<file path="config.mk">
export PLATFORM = sky130hd
export DESIGN_NAME = lsu_align_unit
export DESIGN_NICKNAME = d
export VERILOG_FILES = /design/src/rtl/lsu_pkg.sv /design/src/rtl/lsu_lane_shift.sv /design/src/rtl/lsu_align_unit.sv
export SDC_FILE = /design/constraint.sdc
export NUM_CORES = 1
export LEC_CHECK = 0
export BUFFER_PORTS_ARGS = -buffer_cell sky130_fd_sc_hd__buf_2
export CAP_MARGIN = 30
export CORE_ASPECT_RATIO = 0.7
export CORE_MARGIN = 5
export CORE_UTILIZATION = 56
export DETAILED_ROUTE_END_ITERATION = 8
export HOLD_SLACK_MARGIN = 0.08
export PLACE_DENSITY = 0.87
export SYNTH_ARGS = -nofsm -noshare
export SYNTH_HDL_FRONTEND = slang
export SYNTH_SLANG_ARGS = --single-unit
</file>
<file path="constraint.sdc">
create_clock -name clk -period 3.69 [get_ports clk]
set_input_delay 0.1845 -clock clk [delete_from_list [all_inputs] [get_ports clk]]
set_output_delay 0.1845 -clock clk [all_outputs]
set_load 0.03 [all_outputs]
</file>
<file path="src/rtl/lsu_pkg.sv">
// lsu_pkg: size/state encodings and the size-to-byte-mask table shared by the load/store unit
package lsu_pkg;
    typedef enum logic [1:0] {SZ_B, SZ_H, SZ_W, SZ_ILL} size_t;
    typedef enum logic [1:0] {IDLE, ACC0, ACC1, RESP} state_t;
    localparam logic [3:0] MASK_B = 4'b0001;
    localparam logic [3:0] MASK_H = 4'b0011;
    localparam logic [3:0] MASK_W = 4'b1111;
    function automatic logic [3:0] size_mask(size_t s);
        return s == SZ_B ? MASK_B : s == SZ_H ? MASK_H : s == SZ_W ? MASK_W : 4'b0000;
    endfunction
endpackage

</file>
<file path="src/rtl/lsu_lane_shift.sv">
// lsu_lane_shift: byte-lane alignment of store data/mask over a two-word window, and load extraction with extension
module lsu_lane_shift
    import lsu_pkg::*;
(
    input  logic [1:0]  off,
    input  size_t       size,
    input  logic        uns,
    input  logic [31:0] wdata,
    input  logic [31:0] lo,
    input  logic [31:0] hi,
    output logic [7:0]  mask,
    output logic [63:0] wwin,
    output logic [31:0] rdata
);
    logic [31:0] win;
    always_comb begin
        mask = {4'b0000, size_mask(size)} << off;
        wwin = {32'b0, wdata} << {off, 3'b000};
        win = 32'({hi, lo} >> {off, 3'b000});
        rdata = size == SZ_B ? {{24{~uns & win[7]}}, win[7:0]} :
                size == SZ_H ? {{16{~uns & win[15]}}, win[15:0]} : win;
    end
endmodule

</file>
<file path="src/rtl/lsu_align_unit.sv">
// lsu_align_unit: aligns byte/half/word requests onto a word RAM, splitting word-crossing accesses in two cycles.
// Define LSU_MISALIGN_TRAP_EN to fault split-condition accesses instead of performing them.
module lsu_align_unit
    import lsu_pkg::*;
#(
    parameter int XLEN            = 32,
    parameter int RESET_PC_UNUSED = 0
) (
    input  logic            clk,
    input  logic            rst,
    input  logic            req_valid,
    output logic            req_ready,
    input  logic            req_we,
    input  logic [1:0]      req_size,
    input  logic            req_unsigned,
    input  logic [XLEN-1:0] req_addr,
    input  logic [XLEN-1:0] req_wdata,
    output logic            resp_valid,
    output logic [XLEN-1:0] resp_rdata,
    output logic            resp_err,
    output logic [XLEN-1:0] mem_addr,
    output logic            mem_re,
    output logic [3:0]      mem_we,
    output logic [XLEN-1:0] mem_wdata,
    input  logic [XLEN-1:0] mem_rdata
);
    if (XLEN != 32 || RESET_PC_UNUSED != 0) begin : g_bad_cfg
        $error("lsu_align_unit: only XLEN=32 with RESET_PC_UNUSED=0 is supported");
    end
    state_t state;
    size_t size_in, size_q;
    logic we_q, uns_q, err_q, split_q, split, err, acc0, acc1;
    logic [XLEN-1:0] addr_q, wdata_q, w0_q, ldata;
    logic [7:0] mask8;
    logic [63:0] wwin;
    assign size_in = size_t'(req_size);
    assign split = (size_in == SZ_H && req_addr[1:0] == 2'b11) || (size_in == SZ_W && req_addr[1:0] != 2'b00);
`ifdef LSU_MISALIGN_TRAP_EN
    assign err = size_in == SZ_ILL || split;
`else
    assign err = size_in == SZ_ILL;
`endif
    lsu_lane_shift u_shift (
        .off  (addr_q[1:0]),
        .size (size_q),
        .uns  (uns_q),
        .wdata(wdata_q),
        .lo   (split_q ? w0_q : mem_rdata),
        .hi   (mem_rdata),
        .mask (mask8),
        .wwin (wwin),
        .rdata(ldata)
    );
    always_ff @(posedge clk) begin
        if (rst) begin
            state   <= IDLE;
            we_q    <= 1'b0;
            uns_q   <= 1'b0;
            err_q   <= 1'b0;
            split_q <= 1'b0;
            size_q  <= SZ_B;
            addr_q  <= '0;
            wdata_q <= '0;
            w0_q    <= '0;
        end else begin
            case (state)
                IDLE: if (req_valid) begin
                    we_q    <= req_we;
                    uns_q   <= req_unsigned;
                    err_q   <= err;
                    split_q <= split;
                    size_q  <= size_in;
                    addr_q  <= req_addr;
                    wdata_q <= req_wdata;
                    state   <= err ? RESP : ACC0;
                end
                ACC0: state <= split_q ? ACC1 : RESP;
                ACC1: begin
                    w0_q  <= mem_rdata;
                    state <= RESP;
                end
                default: state <= IDLE;
            endcase
        end
    end
    // Everything below decodes from state, so reset and IDLE/RESP leave the RAM side quiet
    always_comb begin
        acc0       = state == ACC0;
        acc1       = state == ACC1;
        req_ready  = state == IDLE;
        resp_valid = state == RESP;
        resp_err   = resp_valid & err_q;
        resp_rdata = (resp_valid & ~we_q & ~err_q) ? ldata : '0;
        mem_addr   = acc0 ? {addr_q[XLEN-1:2], 2'b00} :
                     acc1 ? {addr_q[XLEN-1:2] + (XLEN-2)'(1), 2'b00} : '0;
        mem_re     = ~we_q & (acc0 | acc1);
        mem_we     = ~we_q ? 4'b0000 : acc0 ? mask8[3:0] : acc1 ? mask8[7:4] : 4'b0000;
        mem_wdata  = ~we_q ? '0 : acc0 ? wwin[31:0] : acc1 ? wwin[63:32] : '0;
    end
endmodule

</file>
Yosys cells after proc, flatten, opt, wreduce, memory -nomap -nowiden
Cells that the tools add are included.

Muxes and demuxes: 19. Bitwise operators: 10. Shifts and indexed selects: 3. Equal/unequal tests: 10. Add/subtract/negate cells: 1. Reduce and logical (&&, ||, !) cells: 7.

Operators by type and width (count): $mux W32 (9); $shl A32 B5 Y64 (1); $shr A64 B5 Y32 (1); $add A30 B1 Y30 const B (1); $mux W4 (6); $eq A2 B2 Y1 const B (6); $shl A4 B2 Y8 (1); $and A1 B1 Y1 (6); $eq A2 B1 Y1 const B (3); $pmux W2 S3 (1); $logic_not A2 Y1 (2); $mux W2 (2); $not A1 Y1 (3); $logic_and A1 B1 Y1 (2); $ne A2 B2 Y1 const B (1); $reduce_and A2 Y1 (1); $reduce_bool A2 Y1 (1); $logic_or A1 B1 Y1 (1); $mux W1 (1); $or A1 B1 Y1 (1).

Register bits: 104. Output and inout bits: 104. Word-level logic and storage cells: 59. Bits of input ports: 103.

Longest topological paths before layout
Gate-level depths: netlist of run 1.

Depth in word-level cells: 8. Depth in mapped cells: 8. Gate-level depth less buffers: 6.

Cells and area by module
A second synthesis of run 1 with hierarchy kept.

Cells, all modules: 981. Area, all modules: 7800.0 um^2.

By module, submodules not included: lsu_align_unit (cells an instance 737, seq. area each 2082.0 um^2, instances 1, area an instance 5714.2 um^2); lsu_lane_shift (cells an instance 244, seq. area each 0.0 um^2, instances 1, area an instance 2085.8 um^2).

Worst setup path before layout of run 1
Ideal clock, no wire load.

Path kind: reg2out. From: register state[1]. To: output port mem_addr[25]. Data arrival time: 2351 ps. Cell stages (with the launch flop): 8. Buffers on the path: 1. Data required time: 3506 ps. Path slack: 1154 ps. Cells stage by stage: dfxtp_1 > inv_1 > ha_1 > nand2b_1 > or2_2 > clkbuf_1 > or4_1 > a21oi_1.

Longest elaborated chain between the ends: 3. Elaborated cells on any way between the ends: 4. Those cells by class: eq/ne: 2; mux: 2.

RTL lines: start, declared (line lsu_align_unit.sv:30) `state_t state;`; start signal, assigned (line lsu_align_unit.sv:75) `state <= err ? RESP : ACC0;`; start signal, assigned (line lsu_align_unit.sv:77) `ACC0: state <= split_q ? ACC1 : RESP;`; $eq A2 B2 Y1 (line lsu_align_unit.sv:89) `acc1 = state == ACC1;`; $mux W32 (line lsu_align_unit.sv:95) `acc1 ? {addr_q[XLEN-1:2] + (XLEN-2)'(1), 2'b00} : '0;`; $mux W32 (*) (line lsu_align_unit.sv:94) `mem_addr = acc0 ? {addr_q[XLEN-1:2], 2'b00} :`; end, declared (line lsu_align_unit.sv:21) `output logic [XLEN-1:0] mem_addr,`.

Every way passes the cells marked *; elsewhere a longest branch is shown, timed or not.

Final worst setup path of run 1
From: register state[1]. To: output port mem_addr[31].

The elaborated chain is that of the path after synthesis.

==> impl_results.md, run 1 <==
* Die Wd at 146.3 µm
* Initial antenna violation count at 0
* Hold_sp: req_addr[27]
* Final Util at 70.38%
* Design Area, Final at 8862 µm²
* F_max at 0.3382 GHz
* Chip height at 105.4 µm
* I/O pin count at 207
* R2R Path Start: state[0]$_SDFFE_PP0P_
* Worst VDD drop at 0.6068 mV
* P_leak at 3.637 nW
* DP HPWL at 16,190 µm
* Share of cells above drive strength 1 at 27.44%
* Filler cell count at 999
* CP required at 3510 ps
* Sum of negative setup slack at 0 ps
* Number of diodes at 0
* Wirelength, routed at 22,840 µm
* Vias in the first global route at 7,123
* Layout area overhead at 21.64%
* Netlist Area Pre-Place at 7286 µm²
* Max FO, Critical Path at 13
* First-pass GRT wire length at 36,130 µm
* Endpoints failing hold at 0
* Global route overflow at 0
* Die area at 15,430 µm²
* Logic pwr share at 46.3%
* Clk pwr share at 21.0%
* Hold path cells at 3
* Cts bufs inserted at 9
* Top cell type's share of synthesized area at 28.58%
* Final period utilization at 80.13%
* Power Dens Cells at 542.1 nW/µm²
* Clk_skew at 8.660 ps
* Most common cell after layout, fill and taps aside: buf_2
* Synth area leaders: dfxtp_1 29%, mux2i_1 11%, nand2_1 9.3%
* CTS tree: done
* Worst path arrival time at 2770 ps
* Worst-Skew Late Latency at 340 ps
* Post-DP Area at 8313 µm²
* R2R depth at 6
* CTS Root Cell: clkbuf_16
* Fraction of registers with async set/reset at 0%
* Residual DRC at 0
* CP startpoint kind: flop
* Initial DRC count at 682
* Ys flop type: dfxtp_1
* RSZ-0062 raised after global routing: no
* Via/cell ratio at 6.117
* Netlist cell types at 44
* Tot GR Track Use at 28.17%
* Post-layout min period at 2957 ps
* Area leader, netlist: dfxtp_1
* CTS sink cnt at 104
* Yosys warning count at 0
* Synthesis-stage register bit count at 104
* IO Port Bufs at 204
* Row cnt at 34
* Commonest non-fill, non-tap cells in the layout: 203 x buf_2, 179 x nand2_1, 130 x a21oi_1
* Critical path type: reg2out
* Sw Ratio at 43.12%
* Seq pwr share at 32.8%
* TritonRoute pass-1 iters at 6
* Min-delay worst type: in2reg
* Pin count of the biggest net entering global routing at 82
* H-tree depth at 3
* Number of synthesized flops with an enable pin at 0
* Hold Crit Endpoint: addr_q[27]$_SDFFE_PP0P_
* Pint at 2.733 mW
* Clock Tree Buf Depth at 2
* Net count, final at 1,216
* ANT nets after route at 0
* Per-cell routed wire length at 17.99 µm
* CORE AREA at 12,590 µm²
* Mean Syn Cell Area at 7.801 µm²
* Synth Instances at 934
* R2r endpoint: wdata_q[9]$_SDFFE_PP0P_
* Initial core utilization at 57.86%
* Final setup fails at 0
* Status: completed
* RD Place Congestion at 0.9272
* Maxcap violations at 0
* Register area at 2090 µm²
* Reg2reg setup slack at 1700 ps
* Routed vias at 7,769
* Sequential share of the synthesized area at 28.58%
* Worst Tran Pin Value at 837.4 ps
* Crit end category: output port
* Sw Pwr at 2.071 mW
* Multi-input combinational cell area at 4845 µm²
* Rel. slew slack at 44.06%
* Clock transition at path regs at 80 ps
* Max Slew Vio Count at 0
cell usage after synthesis (6+ instances only):
| master | number |
|---|---|
| mux2_2 | 28 |
| o22ai_1 | 9 |
| a211oi_1 | 8 |
| ha_1 | 10 |
| nand4_1 | 6 |
| a21oi_1 | 130 |
| mux4_2 | 26 |
| nand3_1 | 18 |
| buf_1 | 14 |
| and2_1 | 22 |
| mux2i_1 | 79 |
| a22oi_1 | 9 |
| buf_2 | 10 |
| o31ai_1 | 11 |
| clkbuf_1 | 52 |
| nand2_1 | 180 |
| nor2_1 | 71 |
| and3_1 | 9 |
| or4_1 | 11 |
| or2_2 | 7 |
| o21ai_0 | 28 |
| inv_1 | 8 |
| a31oi_1 | 7 |
| dfxtp_1 | 104 |
| nand2b_1 | 12 |
| nor2b_1 | 15 |
| nor3_1 | 6 |
power by group through the flow:
stage	clock [mW]	combinational (mW)	sequential (mW)
4_1_cts	1.02	2.14	1.61
6_report	1.01	2.22	1.57
3_5_place_dp	0	2.11	1.63
2_1_floorplan	0	1.68	1.48
5_1_grt	1.06	2.40	1.61
3_3_place_gp	0	2.06	1.62
cell type report:
class                           count  area share (%)
Clock buffer                       10           2.697
Multi-Input combinational cell    742           54.67
Inverter                            8          0.3388
Clock inverter                      6          0.8189
Tap cell                          162           2.287
Timing Repair Buffer              238           15.61
Sequential cell                   104           23.58
metrics by stage:
stage / hold WS, ps / setup WS [ps] / instances / total power, mW
after floorplan: 320.5 / 1154 / 935 / 3.161
after global placement: 426.6 / 1166 / 1231 / 3.680
after detailed placement: 431.5 / 1123 / 1232 / 3.739
after CTS: 80.19 / 743.5 / 1269 / 4.763
after global routing: 80.29 / 584.6 / 1270 / 5.059
final: 86.45 / 733.2 / 1270 / 4.804
worst max-delay path: stages, from the launching register on:
cell and delay, ps:
dfxtp_1 410, inv_1 90, ha_1 300, nand2b_1 300, or2_2 460, or4_1 490
a21oi_1 150, buf_2 210
timing repair:
| action | 4_1_cts | 5_1_grt |
|---|---|---|
| hold buffers | 21 | 0 |
| hold endpoints to repair | 21 | 0 |
| resized for setup | 0 | 0 |
| buffers inserted | 0 | 0 |
how the worst max path moves through the flow:
stage,startpoint,endpoint,slack [ps],depth (start not counted)
floorplan,state[1]$_SDFFE_PP0P_,mem_addr[25],1150,7
global placement,addr_q[0]$_SDFFE_PP0P_,resp_rdata[14],1170,5
detailed placement,addr_q[0]$_SDFFE_PP0P_,resp_rdata[14],1120,5
CTS,addr_q[0]$_SDFFE_PP0P_,resp_rdata[14],740,5
global route,state[1]$_SDFFE_PP0P_,mem_addr[31],580,7
finish,state[1]$_SDFFE_PP0P_,mem_addr[31],730,7
kinds of logic after synthesis:
family,share of synthesized area [%]
AO/OA/AOI/OAI,16.21
XOR/XNOR,1.082
adder cells (fa/ha/maj),1.717
buffers and inverters,5.066
flip-flops,28.58
multiplexers,23.22
other,0.05147
AND/OR/NAND/NOR,24.08
per-layer routing:
metal / global-route usage (%) / vias up / wire [µm]
met2: 43.02 / 454 / 10190
met1: 39.33 / 3607 / 9699
met3: 5.920 / 52 / 2269
li1: - / 3656 / -
met4: 10.81 / 0 / 687
met5: 0 / - / 0
flip-flops by register name, summed over array words and instances (netlist names):
name / count
split_q: 1
addr_q: 32
uns_q: 1
wdata_q: 32
err_q: 1
state: 2
size_q: 2
w0_q: 32
we_q: 1
Note: power is estimated with default switching activity, not from simulation.
==> inputs of run 2 (changes only) <==
CORE_UTILIZATION = 53   (was 56)
PLACE_DENSITY = 0.83   (was 0.87)
clock period = 2.9 ns   (was 3.69 ns; I/O delays follow)
==> run 2 against run 1 <==
Final cell count increased by 6.1%. Non-clock buffer count increased by 55. Die area increased by 5.2%. Count of clock-buffer cells in the layout did not move. Sequential power increased by 31%. Setup slack lost 610 ps. Combinational power up 29%. Via count is 2.5% higher. Clock power grew 20%. Hold slack improved by 1.1 ps. Critical path depth shrank 2. Critical path type unchanged. Critical endpoint unchanged.
==> impl_results.md, run 2 (synthesis gave the netlist of run 1 again) <==
* Status: completed
* CTS Root Cell: clkbuf_16
* CP max stage delay at 660 ps (+170 ps)
* Final Util at 70.44% (about the same)
* Met3 wire length at 2190 µm (-3.5%)
* Metal2 WL at 10,800 µm (+6.0%)
* Rel. slew slack at 47.96% (+3.9 points)
* Worst-Skew Late Latency at 350 ps (about the same)
* Filler cell count at 1,109 (+11%)
* Placed cell count at 1,264 (+2.6%)
* Tot GR Track Use at 30.05% (+1.9 points)
* Via/cell ratio at 5.905 (-3.5%)
* Crit-path cells: nand4_2 -> or4_4 -> or4_1 -> a21oi_1 -> buf_2
* Crit end category: output port
* TritonRoute pass-1 iters at 5 (-1)
* R2r endpoint: addr_q[11]$_SDFFE_PP0P_
* R2R Path Start: state[0]$_SDFFE_PP0P_
* Design Area, Final at 9378 µm² (+5.8%)
* Commonest non-fill, non-tap cells in the layout: 203 x buf_2, 178 x nand2_1, 130 x a21oi_1
* Die Wd at 150.1 µm (+2.6%)
* Post-layout min period at 2776 ps
* Net count, final at 1,271 (+4.5%)
* Post-DP Area at 8389 µm² (+0.92%)
* Cts bufs inserted at 9 (unchanged)
* CP startpoint kind: flop
* F_max at 0.3602 GHz
* First-pass GRT wire length at 39,010 µm (+8.0%)
* CTS sink cnt at 104 (unchanged)
* Vias in the first global route at 7,395 (+3.8%)
* Crit-path leading delay family: simple AND/OR/NAND/NOR gates
* Worst VDD drop at 0.3883 mV (-36%)
* Initial antenna violation count at 0 (unchanged)
* Critical path type: reg2out
* I/O pin count at 207 (unchanged)
* Share of cells above drive strength 1 at 26.91% (-0.52 points)
* Worst Tran Pin Value at 779.0 ps (-58.39 ps)
* Initial core utilization at 54.73% (-3.1 points)
* Power Dens Cells at 653.7 nW/µm² (+21%)
* Slowest-stage cell, CP: or4_4
* Global route overflow at 0 (unchanged)
* Initial DRC count at 966 (+42%)
* Endpoints failing hold at 0 (unchanged)
* Layout area overhead at 28.71%
* Max FO, Critical Path at 21 (+8)
* Routed vias at 7,960 (+2.5%)
* RSZ-0062 raised after global routing: no
* Final period utilization at 95.73%
* P_leak at 3.853 nW (+6.0%)
* Final setup fails at 0 (unchanged)
* Most common cell after layout, fill and taps aside: buf_2
* Clock transition at path regs at 80 ps (about the same)
* DP HPWL at 17,540 µm (+8.3%)
* CTS tree: done
* Row cnt at 35 (+2.9%)
* Reg2reg setup slack at 1010 ps (-690 ps)
* Hold path cells at 3 (unchanged)
* Largest regs: addr_q (32), w0_q (32), wdata_q (32)
* CP required at 2760 ps (-750 ps)
* CORE AREA at 13,310 µm² (+5.7%)
* Hold_sp: mem_rdata[19]
* H-tree depth at 3 (unchanged)
* Max Slew Vio Count at 0 (unchanged)
* Wirelength, routed at 24,920 µm (+9.1%)
* Worst path arrival time at 2630 ps (-140 ps)
* Pin count of the biggest net entering global routing at 66 (-20%)
* DR top layer: met4
* Hold Crit Endpoint: w0_q[19]$_SDFFE_PP0P_
* Sum of negative setup slack at 0 ps (unchanged)
* CP bufs+invs at 1 (-1)
* Residual DRC at 0 (unchanged)
* IO Port Bufs at 204 (unchanged)
* DRT met1 WL at 11,010 µm (+14%)
* Post-route insts no fill at 1,348 (+6.1%)
* R2R depth at 6 (unchanged)
* RD Place Congestion at 0.9222 (-0.54%)
* Clock Tree Buf Depth at 2 (unchanged)
* Maxcap violations at 0 (unchanged)
* ANT nets after route at 0 (unchanged)
* Min-delay worst type: in2reg
* Chip height at 108.1 µm (+2.5%)
* Per-cell routed wire length at 18.49 µm (+2.8%)
* Clk_skew at 7.041 ps (-1.619 ps)
* Die area at 16,230 µm² (+5.2%)
* Number of diodes at 0 (unchanged)
## run 2: area by class of cell
class / instances / area (µm²) / area share (%)
clock buffers: 10 / 229.0 / 2.442
clock inverters: 6 / 62.56 / 0.6671
inverters: 8 / 30.03 / 0.3202
multi-input cells: 742 / 4861 / 51.83
flip-flops and latches: 104 / 2090 / 22.28
well taps: 185 / 231.5 / 2.468
repair buffers: 293 / 1874 / 19.99
## run 2: worst max-delay path by stage
stage / from / depth (start not counted) / endpoint
3_3_place_gp: state[1]$_SDFFE_PP0P_ / 7 / mem_addr[31]
3_5_place_dp: state[1]$_SDFFE_PP0P_ / 7 / mem_addr[31]
5_1_grt: addr_q[7]$_SDFFE_PP0P_ / 5 / mem_addr[25]
4_1_cts: state[1]$_SDFFE_PP0P_ / 7 / mem_addr[31]
2_1_floorplan: state[1]$_SDFFE_PP0P_ / 7 / mem_addr[25]
6_report: addr_q[8]$_SDFFE_PP0P_ / 5 / mem_addr[31]
## run 2: repair_timing
action	in CTS	in global routing
resized for setup	0	4
setup buffers	0	0
hold endpoints to repair	68	0
setup endpoints to repair	0	6
hold buffers	68	0
## run 2: worst register-to-register path: stages, from the launching register on
cell and delay (ps):
dfxtp_1 430, inv_1 100, ha_1 270, nand2_2 460, buf_12 290, nand2_1 110
a21oi_1 170
## run 2: where the power goes
part	switching, mW	internal (mW)
clock	0.599	0.608
combinational	1.73	1.14
sequential	0.377	1.68
## run 2: metal layers
layer | global-route usage, % | vias up
li1 | - | 3746
met1 | 43.31 | 3705
met2 | 45.23 | 442
met3 | 5.069 | 67
met4 | 11.16 | 0
met5 | 0 | -
## run 2: metrics by stage
stage          hold slack [ps]  setup slack [ps]  total power [mW]
2_1_floorplan            281.0             403.9             4.022
3_3_place_gp             389.0             591.6             4.718
3_5_place_dp             391.1             497.0             4.793
4_1_cts                  80.73             109.6             6.072
5_1_grt                  86.61             35.96             6.471
6_report                 87.57             123.9             6.130
